--- src/rtl/fetch_unit.sv ---
// Instruction fetch/issue stage: fetches one word at a time from instruction memory
// and presents decoded fields to the control unit, with branch redirect and HALT.
module fetch_unit #(
  parameter int          PC_WIDTH    = 8,
  parameter int          INSTR_WIDTH = 16,
  parameter logic [5:0]  HALT_OP     = 6'b111111
) (
  input  logic                   clk,
  input  logic                   rst_n,
  output logic                   mem_req,
  output logic [PC_WIDTH-1:0]    mem_addr,
  input  logic                   mem_valid,
  input  logic [INSTR_WIDTH-1:0] mem_rdata,
  output logic [5:0]             opcode,
  output logic [INSTR_WIDTH-7:0] operand,
  output logic [PC_WIDTH-1:0]    instr_pc,
  output logic                   instr_valid,
  input  logic                   issue_ready,
  input  logic                   redirect_valid,
  input  logic [PC_WIDTH-1:0]    redirect_pc,
  output logic                   halted,
  output logic [2:0]             dbg_state_o
);

  typedef enum logic [2:0] {
    S_IDLE  = 3'd0,
    S_REQ   = 3'd1,
    S_WAIT  = 3'd2,
    S_ISSUE = 3'd3,
    S_DRAIN = 3'd4,
    S_HALT  = 3'd5
  } state_e;

  localparam logic [PC_WIDTH-1:0] PC_ONE = {{(PC_WIDTH-1){1'b0}}, 1'b1};

  state_e                 state_q, state_d;
  logic [PC_WIDTH-1:0]    pc_q, pc_d;
  logic [INSTR_WIDTH-1:0] instr_q, instr_d;
  logic [PC_WIDTH-1:0]    instr_pc_q, instr_pc_d;
  logic                   xfer;
  logic                   halt_hit;

  // Decode handshake: a word moves to the control unit on any rising edge where
  // instr_valid & issue_ready; while instr_valid is high and issue_ready is low,
  // opcode/operand/instr_pc hold and instr_valid does not drop except on redirect.
  assign xfer     = (state_q == S_ISSUE) && issue_ready;
  assign halt_hit = (instr_q[INSTR_WIDTH-1 -: 6] == HALT_OP);

  always_ff @(posedge clk or negedge rst_n) begin
    if (!rst_n) begin
      state_q    <= S_IDLE;
      pc_q       <= '0;
      instr_q    <= '0;
      instr_pc_q <= '0;
    end else begin
      state_q    <= state_d;
      pc_q       <= pc_d;
      instr_q    <= instr_d;
      instr_pc_q <= instr_pc_d;
    end
  end

  always_comb begin
    state_d    = state_q;
    pc_d       = pc_q;
    instr_d    = instr_q;
    instr_pc_d = instr_pc_q;
    case (state_q)
      S_IDLE: begin
        state_d = S_REQ;
        if (redirect_valid) pc_d = redirect_pc;
      end
      S_REQ: begin
        instr_pc_d = pc_q;
        // The request leaves this cycle regardless, so a redirect must drain it.
        if (redirect_valid) begin
          pc_d    = redirect_pc;
          state_d = S_DRAIN;
        end else begin
          pc_d    = pc_q + PC_ONE;
          state_d = S_WAIT;
        end
      end
      S_WAIT: begin
        if (redirect_valid) begin
          pc_d    = redirect_pc;
          state_d = mem_valid ? S_REQ : S_DRAIN;
        end else if (mem_valid) begin
          instr_d = mem_rdata;
          state_d = S_ISSUE;
        end
      end
      S_ISSUE: begin
        if (xfer && halt_hit) begin
          state_d = S_HALT;
        end else if (xfer || redirect_valid) begin
          if (redirect_valid) pc_d = redirect_pc;
          state_d = S_REQ;
        end
      end
      S_DRAIN: begin
        if (redirect_valid) pc_d = redirect_pc;
        if (mem_valid) state_d = S_REQ;
      end
      S_HALT: state_d = S_HALT;
      default: state_d = S_IDLE;
    endcase
  end

  assign mem_req     = (state_q == S_REQ);
  assign mem_addr    = (state_q == S_REQ) ? pc_q : '0;
  assign instr_valid = (state_q == S_ISSUE);
  assign opcode      = instr_valid ? instr_q[INSTR_WIDTH-1 -: 6] : 6'b000000;
  assign operand     = instr_valid ? instr_q[INSTR_WIDTH-7:0] : '0;
  assign instr_pc    = instr_pc_q;
  assign halted      = (state_q == S_HALT);
  assign dbg_state_o = state_q;

endmodule

--- config.mk ---
export PLATFORM = sky130hd
export DESIGN_NAME = fetch_unit
export DESIGN_NICKNAME = d
export VERILOG_FILES = /design/src/rtl/fetch_unit.sv
export SDC_FILE = /design/constraint.sdc
export NUM_CORES = 1
export LEC_CHECK = 0
export CORE_MARGIN = 5
export CORE_UTILIZATION = 35
export DETAILED_ROUTE_END_ITERATION = 16
export GPL_ROUTABILITY_DRIVEN = 0
export PLACE_DENSITY_LB_ADDON = 0.2
export RECOVER_POWER = 50
export SYNTH_ARGS = -nofsm -noshare
export SYNTH_HDL_FRONTEND = slang
export SYNTH_SLANG_ARGS = --single-unit
--- constraint.sdc ---
create_clock -name clk -period 1.7 [get_ports clk]
set_clock_uncertainty 0.1 [all_clocks]
set_input_delay 0.34 -clock clk [delete_from_list [all_inputs] [get_ports clk]]
set_output_delay 0.34 -clock clk [all_outputs]
set_load 0.02 [all_outputs]
==> results_dict.tcl <==
set metrics [dict create \
    worstPathRequired_ns 1.26 \
    r2r_end "pc_q[1]" \
    violations "negative setup slack" \
    cts-root-buf "clkbuf_8" \
    rsz0062_at_grt "yes" \
    drtAntennaViolNets 0 \
    die_area_sq_mm 0.00697 \
    drive_gt1_frac 0.491 \
    hp-start "instr_pc[3]" \
    worstHoldPathType "reg2reg" \
    crit_top_cell "nor2_4" \
    wire_per_inst_um 15.1 \
    h-tree-depth 2 \
    die_h_um 83.5 \
    synth_top_cell_area_share 0.463 \
    synth_top_flop_cell "dfrtp_1" \
    dp_hpwl_mm 3.61 \
    syn_to_final_growth_pct 69.1 \
    placed_area_sq_mm 0.00285 \
    n_antenna_cell 0 \
    vias_per_cell 4.92 \
    multi_input_area_sq_mm 0.00107 \
    min_period_ns 1.82 \
    rrSetupSlack_ns -0.09 \
    syn_avg_cell_area_sq_um 11.1 \
    synth_area_leader_cell "dfrtp_1" \
    start_kind "register" \
    grt_usage 0.150 \
    syn-cell-area_sq_mm 0.00189 \
    clkTransAtPathRegs_ns 0.07 \
    slew_viol_final 0 \
    critical_path_class "reg2out" \
    critPathArrivalTime_ns 1.38 \
    power_density_mw_per_mm2 1460 \
    std_cell_rows 26 \
    grt_pass1_vias 1824 \
    synth_edf_count 0 \
    finalNonFillerCells 347 \
    grt_max_degree 25 \
    final_util 0.618 \
    setup_viol_count_final 28 \
    critPathCaptureType "primary output" \
    fin_ws_ns -0.122 \
    cts_buffers 5 \
    slew_headroom 0.637 \
    syn-instance-count 170 \
    slowest_delay_ns 0.46 \
    synthArstFlopShare 1.00 \
    critPathBufInv 2 \
    fill_cells 431 \
    drt_wl_total_mm 5.23 \
    ys_seq_area_frac 0.463 \
    grt_pass1_wl_mm 8.48 \
    fin_area_sq_mm 0.00320 \
    fmax_mhz 549 \
    max_cap_viol_count 0 \
    io_pins 67 \
    critical_path.cell_chain "nor2_4 > nand2_4 > buf_8 > nor2_4 > buf_6" \
    whs_path_depth 1 \
    num_vias 1706 \
    post-route-period-util 1.07 \
    regArea_sq_um 881 \
    cts_buffer_depth 2 \
    synth_area_leaders "dfrtp_1, mux2_4, and2_1" \
    worstMarginPinSlew_ns 0.544 \
    max-vdd-ir-drop_uv 581 \
    crit_path_max_fanout 11 \
    crit_family "flip-flops" \
    outcome "complete, but fails checks" \
    p_total_uw 4680 \
    worst_r2r_path_depth 5 \
    syn_nets 200 \
    dp.cells 329 \
    portBuffers 66 \
    core-area_sq_mm 0.00517 \
    slowest_stage "dfrtp_2" \
    cts_tree "done" \
    whs_endpoint "instr_pc[3]" \
    finalHoldViolations 0 \
    clk-insertion-delay-late_ns 0.29 \
    synth_cell_types 41 \
    nets 307 \
    cts_sinks 35 \
    antenna_found_initial 0 \
    drc 0 \
    fp.dieW_um 83.5 \
    p_leak_uw 0.00158 \
    timing.rr.start "dbg_state_o[1]" \
    initial_core_util 0.366 \
    drt_iter0_markers 89 \
    ys_ff_latch 35 \
    yosys_warnings 0 \
    overflow 0 \
    drt_pass1_iterations 4 \
]
==> power breakdown <==
part	total (uW)	leakage, uW	internal (uW)	switching, uW
registers	1370	0.000447	1140	237
logic	2590	0.00108	1370	1220
clock network	710	0.0000513	429	281
total	4680	0.00158	2940	1740
==> worst max path at each step <==
stage                         from  cells past startpoint     endpoint  slack [ns]
floorplan           dbg_state_o[2]                      6   operand[0]       -0.04
global placement    redirect_valid                      3   instr_q[1]       -0.33
detailed placement  dbg_state_o[2]                      5  mem_addr[1]       -0.35
CTS                 dbg_state_o[2]                      5  mem_addr[6]       -0.17
global route        dbg_state_o[2]                      5  mem_addr[6]       -0.17
finish              dbg_state_o[2]                      5  mem_addr[6]       -0.12
==> repair_timing <==
action                                  in CTS  in global routing
gates cloned                                 1                  1
pin swaps                                    6                 11
hold endpoints to repair                    22                  0
hold buffers                                 1                  0
setup buffers                                4                  7
gates resized for setup                    160                 53
endpoints found under the setup margin      50                 46
==> cell usage in the layout (no fill, tap or decap), drive strengths merged, types with 3 or more instances in the layout <==
cell type      netlist  layout
clkbuf               3       8
clkdlybuf4s50        0      29
dlygate4sd2          0       3
nand2                4       4
nor2                10      10
inv                  4       4
and3                 3       4
o21ai               10      10
nor2b                4       4
nor3                 4       4
dfrtp               35      35
and2                22      22
nand3                5       5
dlymetal6s2s         0       4
nand4                4       4
a21o                 8       8
mux2                19      19
mux2i                4       4
buf                  7      69
a211oi               5       5
==> cell usage after synthesis (3+ instances only) <==
master and instances:
and2_1 22, nand3_1 5, mux2i_1 3, clkbuf_1 3, dfrtp_1 35, nand2_1 4
a21o_1 8, mux2_4 11, nor2_1 7, a211oi_1 5, nor2_2 3, o21ai_0 7
o21ai_1 3, nor3_1 4, mux2_1 7, buf_6 3, nor2b_1 4, nand4_1 4
and3_1 3
==> cell type report <==
cell class / count / share of cell area
inverters: 5 / 0.00822
clock buffers: 6 / 0.0227
flip-flops and latches: 35 / 0.276
well taps: 70 / 0.0274
clock inverters: 1 / 0.00939
repair inverters: 1 / 0.00235
multi-input cells: 121 / 0.336
repair buffers: 108 / 0.318
==> through the flow <==
step	TNS, ns	hold WS (ns)	worst slack (ns)
2_1_floorplan	-0.349	-0.0556	-0.0412
3_3_place_gp	-14.59	0.262	-0.333
3_5_place_dp	-14.60	0.265	-0.349
4_1_cts	-3.22	0.380	-0.172
5_1_grt	-3.83	0.395	-0.174
6_report	-2.16	0.373	-0.122
==> logic make-up (layout without fill, tap and decap cells) <==
family / count (synthesis) / in the layout / synth area share
buffers and inverters: 15 / 121 / 0.0470
adder cells (fa/ha/maj): 1 / 1 / 0.00662
flip-flops: 35 / 35 / 0.463
AND/OR/NAND/NOR: 60 / 61 / 0.190
multiplexers: 23 / 23 / 0.158
AO/OA/AOI/OAI: 36 / 36 / 0.135
==> flip-flops by register name, summed over array words and instances, names as in the netlist <==
signal	flops
instr_pc	8
dbg_state_o	3
pc_q	8
instr_q	16
==> routing by layer <==
metal / share of wire / routed length [um] / vias up / global-route usage
li1: - / - / 826 / -
met1: 0.42 / 2220 / 818 / 0.177
met2: 0.50 / 2600 / 57 / 0.256
met3: 0.067 / 350 / 5 / 0.0434
met4: 0.011 / 59 / 0 / 0.0585
met5: 0 / 0 / - / 0
Power figures use the tool's default switching activity.
